$ cat config.mk
export PLATFORM = sky130hd
export DESIGN_NAME = scanner
export DESIGN_NICKNAME = d
export VERILOG_FILES = /design/src/rtl/scanner.sv
export SDC_FILE = /design/constraint.sdc
export NUM_CORES = 1
export LEC_CHECK = 0
export ABC_AREA = 1
export CORE_MARGIN = 2
export CORE_UTILIZATION = 47
export DETAILED_ROUTE_END_ITERATION = 12
export HOLD_SLACK_MARGIN = 0.02
export PLACE_DENSITY = 0.84
export SETUP_SLACK_MARGIN = 0.15
export SYNTH_ARGS = -nofsm -noshare
export SYNTH_HDL_FRONTEND = slang
export SYNTH_SLANG_ARGS = --single-unit
export TNS_END_PERCENT = 100
$ cat constraint.sdc
create_clock -name clk -period 1.7 [get_ports clk]
set_clock_uncertainty 0.15 [all_clocks]
set_input_delay 0.34 -clock clk [delete_from_list [all_inputs] [get_ports clk]]
set_output_delay 0.34 -clock clk [all_outputs]
set_load 0.03 [all_outputs]
$ cat src/rtl/scanner.sv
// Scan-and-shift block: counts a 4-bit sample up over 64 clocks, then shifts it out MSB first.
// Optional abort command enabled by defining SCANNER_ABORT_EN.
module scanner (
    input  logic       clk,
    input  logic       rst,
    input  logic       readyForTransferIn,
    input  logic [1:0] localTransferInput,
    output logic       clkOut,
    output logic       dataOut,
    output logic       commandDoneBit,
    output logic [2:0] dataBitCounter,
    output logic [2:0] slowCount,
    output logic [3:0] dataBuffer,
    output logic [1:0] ps
);

    typedef enum logic [1:0] {
        IDLE     = 2'b00,
        SCAN     = 2'b01,
        READY    = 2'b10,
        TRANSFER = 2'b11
    } state_e;

    localparam logic [1:0] CMD_START = 2'b01;
`ifdef SCANNER_ABORT_EN
    localparam logic [1:0] CMD_ABORT = 2'b10;
`endif

    state_e     ps_q, ps_d;
    logic [2:0] slow_q, slow_d;
    logic [3:0] buf_q, buf_d;
    logic [2:0] bitcnt_q, bitcnt_d;
    logic       done_q, done_d;

    // Next-state and datapath update; abort overrides everything else
    always_comb begin
        ps_d     = ps_q;
        slow_d   = slow_q + 3'd1;
        buf_d    = buf_q;
        bitcnt_d = bitcnt_q;
        done_d   = 1'b0;
        unique case (ps_q)
            IDLE: begin
                if (localTransferInput == CMD_START) begin
                    ps_d   = SCAN;
                    slow_d = 3'd0;
                    buf_d  = 4'd0;
                end
            end
            SCAN: begin
                if (slow_q == 3'd7) begin
                    buf_d = buf_q + 4'd1;
                    if (buf_q == 4'd7) begin
                        ps_d = READY;
                    end
                end
            end
            READY: begin
                if (readyForTransferIn) begin
                    ps_d     = TRANSFER;
                    bitcnt_d = 3'd0;
                end
            end
            TRANSFER: begin
                buf_d    = {buf_q[2:0], 1'b0};
                bitcnt_d = bitcnt_q + 3'd1;
                if (bitcnt_q == 3'd3) begin
                    ps_d     = IDLE;
                    bitcnt_d = 3'd0;
                    done_d   = 1'b1;
                end
            end
        endcase
`ifdef SCANNER_ABORT_EN
        if ((ps_q != IDLE) && (localTransferInput == CMD_ABORT)) begin
            ps_d     = IDLE;
            slow_d   = slow_q + 3'd1;
            buf_d    = 4'd0;
            bitcnt_d = 3'd0;
            done_d   = 1'b0;
        end
`endif
    end

    // State and datapath registers, cleared asynchronously
    always_ff @(posedge clk or negedge rst) begin
        if (!rst) begin
            ps_q     <= IDLE;
            slow_q   <= 3'd0;
            buf_q    <= 4'd0;
            bitcnt_q <= 3'd0;
            done_q   <= 1'b0;
        end else begin
            ps_q     <= ps_d;
            slow_q   <= slow_d;
            buf_q    <= buf_d;
            bitcnt_q <= bitcnt_d;
            done_q   <= done_d;
        end
    end

    assign clkOut         = slow_q[2];
    assign dataOut        = (ps_q == TRANSFER) ? buf_q[3] : 1'b0;
    assign commandDoneBit = done_q;
    assign dataBitCounter = bitcnt_q;
    assign slowCount      = slow_q;
    assign dataBuffer     = buf_q;
    assign ps             = ps_q;

endmodule

==> flow_results.org, run 1 <==
** CTS
- CTS HTree Levels :: 1
- Clock buffer count from CTS :: 3
- In this run the clock root is driven by a sky130_fd_sc_hd__clkbuf_4.
- Post-CTS clock slew at the launch and capture registers of the worst setup and hold paths :: 80 ps
- CTS tree :: done
- The longest clock path from root to sink contains 2 buffers.
- CTS saw 13 sinks.
- The number of hold buffers added after CTS was 0.
- For the worst-skew pair, the clock arrives at the later sink with an insertion delay of 280 ps.

** Timing
- Minimum clock period after layout :: 1620 ps
- Static timing analysis puts the maximum clock frequency at 0.619 GHz.
- Number of hold violations in the final report :: 0
- Headroom to the max-slew limit :: 78.7%
- Worst hold-check slack :: 163 ps
- Slew at the pin closest to its max-slew limit :: 319 ps
- Final-report setup violation count :: 0
- Summed over all failing endpoints, the final setup total negative slack is 0 ps.
- Setup slack closes at 84.9 ps.
- The count of final max-slew check failures came to 0.
- Setup repair after global routing could not meet its margin everywhere.
- After layout, the worst path uses 95.0% of the clock period.

** Floorplanning
- Top-level I/O count :: 20
- The core region is 0.00154 sq mm.
- Measured along the y axis, the die boundary spans 45.1 microns.
- Starting utilization of the core area :: 51.4%
- Placement row count :: 14
- The floorplan step set the die width to 45.1 microns.
- The die covers 0.00203 sq mm.

** Setup path
- Reg2Reg Depth :: 7
- Startpoint type of the worst setup path :: flop
- The worst setup path is captured at an output port.
- Required time at the endpoint of the critical path :: 1210 ps
- Along the worst path, the maximum fanout reaches 5.
- By startpoint and endpoint, the worst setup path is classified as flop to output port.
- For the worst setup path, the data arrival time is 1130 ps.

** Power and ir drop
- In this run switching power makes up 50.1% of total power.
- For this design the ratio of total power to cell area is 1850 mW/mm^2.
- Internal power of the cells :: 1.00 mW
- In this run the power spent charging and discharging nets is 1.00 mW.
- The analysis attributes to cell leakage a power of 0.573 nW.
- Fraction of power consumed by the clock network :: 9.7%
- Sequential cells account for 26.5% of the total power.
- Worst voltage drop across the vdd grid :: 1.08 mV
- Combinational logic is responsible for 63.8% of the overall power.

** Synthesis
- Synthesized area per cell :: 8.17 sq um
- The synthesized design contains 13 register bits.
- In the synthesized netlist, the number of instances is 97.
- Synth cell types :: 20
- Ys Warns :: 0
- Synthesis produced a netlist with a net count of 111.
- Counting flops with a built-in enable in the synthesized netlist gives 0.
- Portion of the post-synthesis area used by sequential elements :: 41.1%
- Counting flops with an async set or reset pin after synthesis yields a share of 100%.
- Post-Synthesis Cell Area :: 792 sq um
- For this run, the leading register cell type out of synthesis is sky130_fd_sc_hd__dfrtp_1.

** Cells and area
- Layout cells sized above 1 :: 29.6%
- Once layout is complete, the cells apart from fillers number 141.
- The final layout contains 140 nets.
- Once layout is done, the placed cells without fillers occupy 0.00109 sq mm.
- Number of antenna cells inserted :: 0
- Layout area overhead :: 37.1%

** Outcome
- The flow ran to the end, and the final reports show no timing, DRC or antenna violations.

** Routing
- For this block, the routed nets add up to 1680 microns of wire.
- Via-to-Cell Ratio :: 4.94
- Dividing the detail-routed wire length by the instance count gives 11.9 microns.
- DR iter-0 viols :: 6
- Residual DRC :: 0
- The detailed router placed 697 vias in this run.
- The first TritonRoute pass finished after 4 iterations.
- Number of antenna-violating nets in the routed design :: 0

** Placement
- Placed Instance Area :: 0.00102 sq mm
- Detailed placer's ending HPWL :: 1290 microns
- Timing analysis after detailed placement gives a worst setup slack of 101 ps.
- At the end of routability-driven placement, the weighted congestion stood at 0.823.
- Number of port buffers :: 19
- After detailed placement, the design holds a cell count of 135.

** GRT
- Entering global routing, the biggest net connects 8 pins.
- Wire length of the first global-routing pass :: 2950 microns
- Number of global-route vias before repair :: 704
- Antenna violations before repair :: 0
- GRT Util Overall :: 20.6%
- Remaining Overflow, GRT :: 0

** Job
- Max Cap Violations :: 0

** Hold path
- The tightest min-delay check is of the primary input to asynchronous set/reset pin type.
-- power groups by stage --
stage,sequential [mW],combinational [mW],clock (mW)
2_1_floorplan,0.753,0.615,0
3_3_place_gp,0.520,1.22,0
3_5_place_dp,0.527,1.27,0
4_1_cts,0.531,1.23,0.194
5_1_grt,0.549,1.42,0.212
6_report,0.531,1.28,0.194
-- cell usage in the layout, fill, tap and decap left out, drive strengths merged --
cell	n
inv	17
o21a	1
clkbuf	7
nand4	1
or2	2
nor2	6
clkdlybuf4s15	8
buf	8
clkdlybuf4s50	4
dlygate4sd2	2
dfrtp	13
a21oi	4
nand3	7
ha	9
nand2	32
o21ai	4
-- cells in the mapped netlist, types with 2 or more instances --
cell type,instances,area (sq um)
sky130_fd_sc_hd__nand3_1,5,25.0
sky130_fd_sc_hd__inv_1,13,48.8
sky130_fd_sc_hd__nand2_2,3,18.8
sky130_fd_sc_hd__ha_1,9,113
sky130_fd_sc_hd__inv_2,4,15.0
sky130_fd_sc_hd__nor2_1,4,15.0
sky130_fd_sc_hd__o21ai_1,3,15.0
sky130_fd_sc_hd__nand3_2,2,20.0
sky130_fd_sc_hd__nand2_1,29,109
sky130_fd_sc_hd__a21oi_1,3,15.0
sky130_fd_sc_hd__dfrtp_1,13,325
-- area by class of cell --
type | count | area, sq um
repair buffers | 25 | 216
inverters | 17 | 63.8
well taps | 16 | 20.0
clock buffers | 4 | 26.3
fillers | 128 | 455
flip-flops and latches | 13 | 328
multi-input cells | 66 | 432
-- stage by stage --
stage	power [mW]	utilization, %
floorplan	1.37	-
detailed placement	1.79	66.5
global placement	1.74	66.5
global route	2.18	70.5
CTS	1.95	69.4
finish	2.00	70.5
-- critical path, cell delays in order (launching register included) --
cell and delay, ps:
sky130_fd_sc_hd__dfrtp_2 460, sky130_fd_sc_hd__ha_4 180, sky130_fd_sc_hd__nand2_2 50, sky130_fd_sc_hd__inv_2 30, sky130_fd_sc_hd__buf_6 120
-- layer usage --
metal	part of all wire (%)	wire length [microns]	GRT usage (%)
met1	44	730	23.0
met2	49	826	35.1
met3	3.7	62	4.40
met4	3.2	54	12.9
met5	0	0	0
-- cell families (layout without fill, tap and decap cells) --
logic type                 after synthesis  count (layout)  synth area share [%]
adders and majority gates                9               9                  14.2
buffers and inverters                   18              46                  9.00
and+or+nand+nor                         48              48                  28.3
AOI/OAI and AO/OA                        9               9                  7.42
DFF                                     13              13                  41.1
-- timing repair --
item / CTS / global route
pin swaps: 1 / 1
setup buffers: 1 / 1
setup endpoints to repair: 19 / 21
gates resized for setup: 26 / 18
-- flip-flops by register name, summed over array words and instances, names as in the netlist --
| name | cells |
|---|---|
| ps | 2 |
| dataBuffer | 4 |
| dataBitCounter | 3 |
| commandDoneBit | 1 |
| slowCount | 3 |
-- worst paths after layout --
check | end | from | slack (ps)
worst max-delay path | dataOut | ps[1] | 80
worst min-delay path | dataBitCounter[0] | rst | 160
worst max register to register | dataBitCounter[0] | ps[0] | 200
worst min register to register | dataBitCounter[2] | dataBitCounter[2] | 360
max in group asynchronous | dataBuffer[0] | rst | 820
min in group clk | dataBitCounter[2] | dataBitCounter[2] | 360
Note: power is estimated with default switching activity, not from simulation.
==> run 2: changes to the inputs <==
Settings changed: MAX_ROUTING_LAYER set to met4.
==> run 2 against run 1 <==
  * Sequential power hardly changed
  * Register-to-register slack worse by 50 ps
  * Clock-buffer cell count stayed put
  * Non-clock buffer count is 1 higher
  * Routed wire length is 6.7% higher
  * Combinational power hardly changed
  * Flip-flop and latch count stayed put
  * Worst hold slack better by 6.8 ps
  * Final cell count is 0.71% higher
  * Via count is 2.6% higher
  * First-iteration DRC count stayed put
  * Global-route usage is 0.62 points higher
  * Largest cell class unchanged
  * Largest power group unchanged
  * Highest routed layer unchanged
==> flow_results.org, run 2 (synthesized netlist as in run 1, its figures left out) <==
** Power and ir drop
- The power share of the clock group came to 9.5% (-0.2 points).
- The switching share of power is 50.2% (+0.10 points).
- Part of the power in registers :: 26.1% (-0.4 points)
- The peak supply drop was 1.07 mV (-0.65%).
- Static power due to leakage :: 0.578 nW (+0.86%)
- Total power divided by cell area :: 1860 mW/mm^2 (+0.88%)
- Combinational cell fraction of total power :: 64.4% (+0.6 points)
- Internal power of the cells :: 1.01 mW (+1.4%)
- Switching pwr :: 1.02 mW (+1.8%)

** Timing
- Final number of max-transition violations :: 0 (unchanged)
- Final Cycle Share :: 94.9% (-0.12 points)
- Summed negative setup slack over all endpoints :: 0 ps (unchanged)
- Number of hold violations in the final report :: 0 (unchanged)
- RSZ-0062 raised after global routing :: true
- The final count of negative-setup-slack endpoints is 0 (unchanged).
- The upper clock frequency limit came to 0.620 GHz (+0.13%).
- Slew at the pin closest to its max-slew limit :: 325 ps (+5.89 ps)
- Minimum clock period after layout :: 1610 ps (-2.10 ps)
- Headroom to the max-slew limit :: 78.3% (-0.39 points)
- Worst hold-check slack :: 169 ps (+6.78 ps)

** Routing
- Average wire length per cell after detail routing :: 12.6 microns (+6.0%)
- The detail-routed via count per cell was 5.04 (+1.9%).
- The final routed wirelength across all metal layers is 1790 microns (+6.7%).
- Number of antenna-violating nets in the routed design :: 0 (unchanged)
- Residual DRC :: 0 (unchanged)
- The total number of vias came to 715 (+2.6%).
- The count of routing violations after the opening detailed-route iteration is 6 (unchanged).
- The total iterations of the first detailed-routing run is 4 (unchanged).

** Cells and area
- The fraction of final layout cells sized beyond drive strength 1 was 30.2% (+0.56 points).
- The final net count came to 141 (+0.71%).
- Core utilization of the finished layout :: 70.9% (+0.49 points)
- The filler-free cell count of the finished design was 142 (+0.71%).
- The flip-flop count of the largest register, all copies and words added came to 4 (unchanged).
- Most common library cell in the layout ignoring fill and taps :: sky130_fd_sc_hd__nand2_1
- The number of antenna cells inserted was 0 (unchanged).
- Relative to the synthesized area, the layout overhead comes to 38.1%.
- In the layout the commonest cells are sky130_fd_sc_hd__nand2_1 (28), sky130_fd_sc_hd__inv_1 (11), sky130_fd_sc_hd__dfrtp_1 (11).

** Outcome
- The flow ran to the end, and the final reports show no timing, DRC or antenna violations.

** GRT
- The remaining global-route overflow is 0 (unchanged).
- Antenna violations before repair :: 0 (unchanged)
- Number of global-route vias before repair :: 706 (+0.28%)
- The global-route total usage across every layer came to 21.2% (+0.62 points).
- Wire length of the first global-routing pass :: 2950 microns (-0.24%)
- Largest net degree at the start of global routing :: 8 (unchanged)

** Setup path
- The worst setup path is launched from a flop.
- Required time at the endpoint of the critical path :: 1210 ps (about the same)
- Arrival @ worst endpoint :: 1120 ps (about the same)
- Type of element capturing the critical path :: output port
- The worst setup path is of the flop to output port kind.
- The number of cells on the worst reg-to-reg path is 8 (+1).
- The highest fanout seen on the critical path was 5 (unchanged).

** Placement
- The total of buffers placed on input and output ports was 19 (unchanged).
- The number of cells after detailed placement was 135 (unchanged).
- The detailed-placement wirelength estimate is 1290 microns (unchanged).
- The final weighted congestion in routability-driven placement is 0.835 (+1.5%).

** CTS
- Post-CTS clock slew at the launch and capture registers of the worst setup and hold paths :: 80 ps (about the same)
- The number of clock sinks seen by CTS is 13 (unchanged).
- The source-to-sink clock delay at the later pin of the worst-skew pair was 270 ps (about the same).
- CTS placed an instance of sky130_fd_sc_hd__clkbuf_4 at the clock tree root.
- TritonCTS built the clock tree.
- Post-CTS Hold Buffers :: 0 (unchanged)
- The maximum root-to-sink buffer count came to 2 (unchanged).
- The H-tree depth came to 1 (unchanged).
- The number of buffers created by CTS is 3 (unchanged).

** Job
- Max Cap Violations :: 0 (unchanged)

** Floorplanning
- Die boundary width :: 45.1 microns (unchanged)
- The area inside the core boundary is 0.00154 sq mm (unchanged).
- The full die area came to 0.00203 sq mm (unchanged).
- The starting utilization of the core area came to 51.4% (unchanged).
- Placement row count :: 14 (unchanged)
- The boundary pin count is 20 (unchanged).
- The die height came to 45.1 microns (unchanged).

** Hold path
- The path class of the tightest hold or removal check is primary input to asynchronous set/reset pin.
run 2: cell types whose count changed in the layout (fill, tap and decap cells not counted):
cell,previous run,this run
sky130_fd_sc_hd__buf_4,6,7
run 2: timing repair:
action	CTS	global route
pin swaps	1	1
setup buffers	1	2
gates resized for setup	26	18
setup endpoints to repair	19	21
run 2: cell type report:
class                   count  area (sq um)
clock buffers               4          26.3
multi-input cells          66           432
repair buffers             26           224
flip-flops and latches     13           328
well taps                  16          20.0
inverters                  17          63.8
fillers                   128           448
run 2: worst max-delay path, stage by stage (launching register included):
cell and delay [ps]:
sky130_fd_sc_hd__dfrtp_2 460, sky130_fd_sc_hd__ha_4 180, sky130_fd_sc_hd__nand2_2 50, sky130_fd_sc_hd__inv_2 30
sky130_fd_sc_hd__buf_6 120
run 2: power groups by stage:
stage / Clock (mW) / Combinational, mW / Sequential (mW)
after floorplan: 0 / 0.615 / 0.753
after global placement: 0 / 1.22 / 0.520
after detailed placement: 0 / 1.27 / 0.527
after CTS: 0.194 / 1.23 / 0.531
after global routing: 0.215 / 1.44 / 0.548
final: 0.193 / 1.31 / 0.532
run 2: metrics by stage:
stage	total power [mW]	area, sq um	setup slack, ps
after floorplan	1.37	795	169
final	2.04	1090	87.0
after global placement	1.74	1020	144
after detailed placement	1.79	1020	101
after global routing	2.21	1090	36.5
after CTS	1.95	1070	79.4
run 2: per-layer routing:
| metal | global-route usage, % | up-vias | wire (microns) |
|---|---|---|---|
| met1 | 23.0 | 337 | 780 |
| met3 | 4.40 | 6 | 63 |
| met5 | - | - | 0 |
| met4 | 12.9 | 0 | 49 |
| met2 | 35.1 | 16 | 895 |
| li1 | - | 356 | - |
run 2: path summary, 6_finish.rpt:
| kind | from | end | slack, ps |
|---|---|---|---|
| worst max-delay path | ps[1] | dataOut | 90 |
| worst min-delay path | rst | ps[0] | 170 |
| worst max register to register | ps[0] | ps[0] | 150 |
| worst min register to register | dataBitCounter[2] | dataBitCounter[2] | 360 |
| max in group asynchronous | rst | dataBuffer[3] | 810 |
| min in group clk | dataBitCounter[2] | dataBitCounter[2] | 360 |
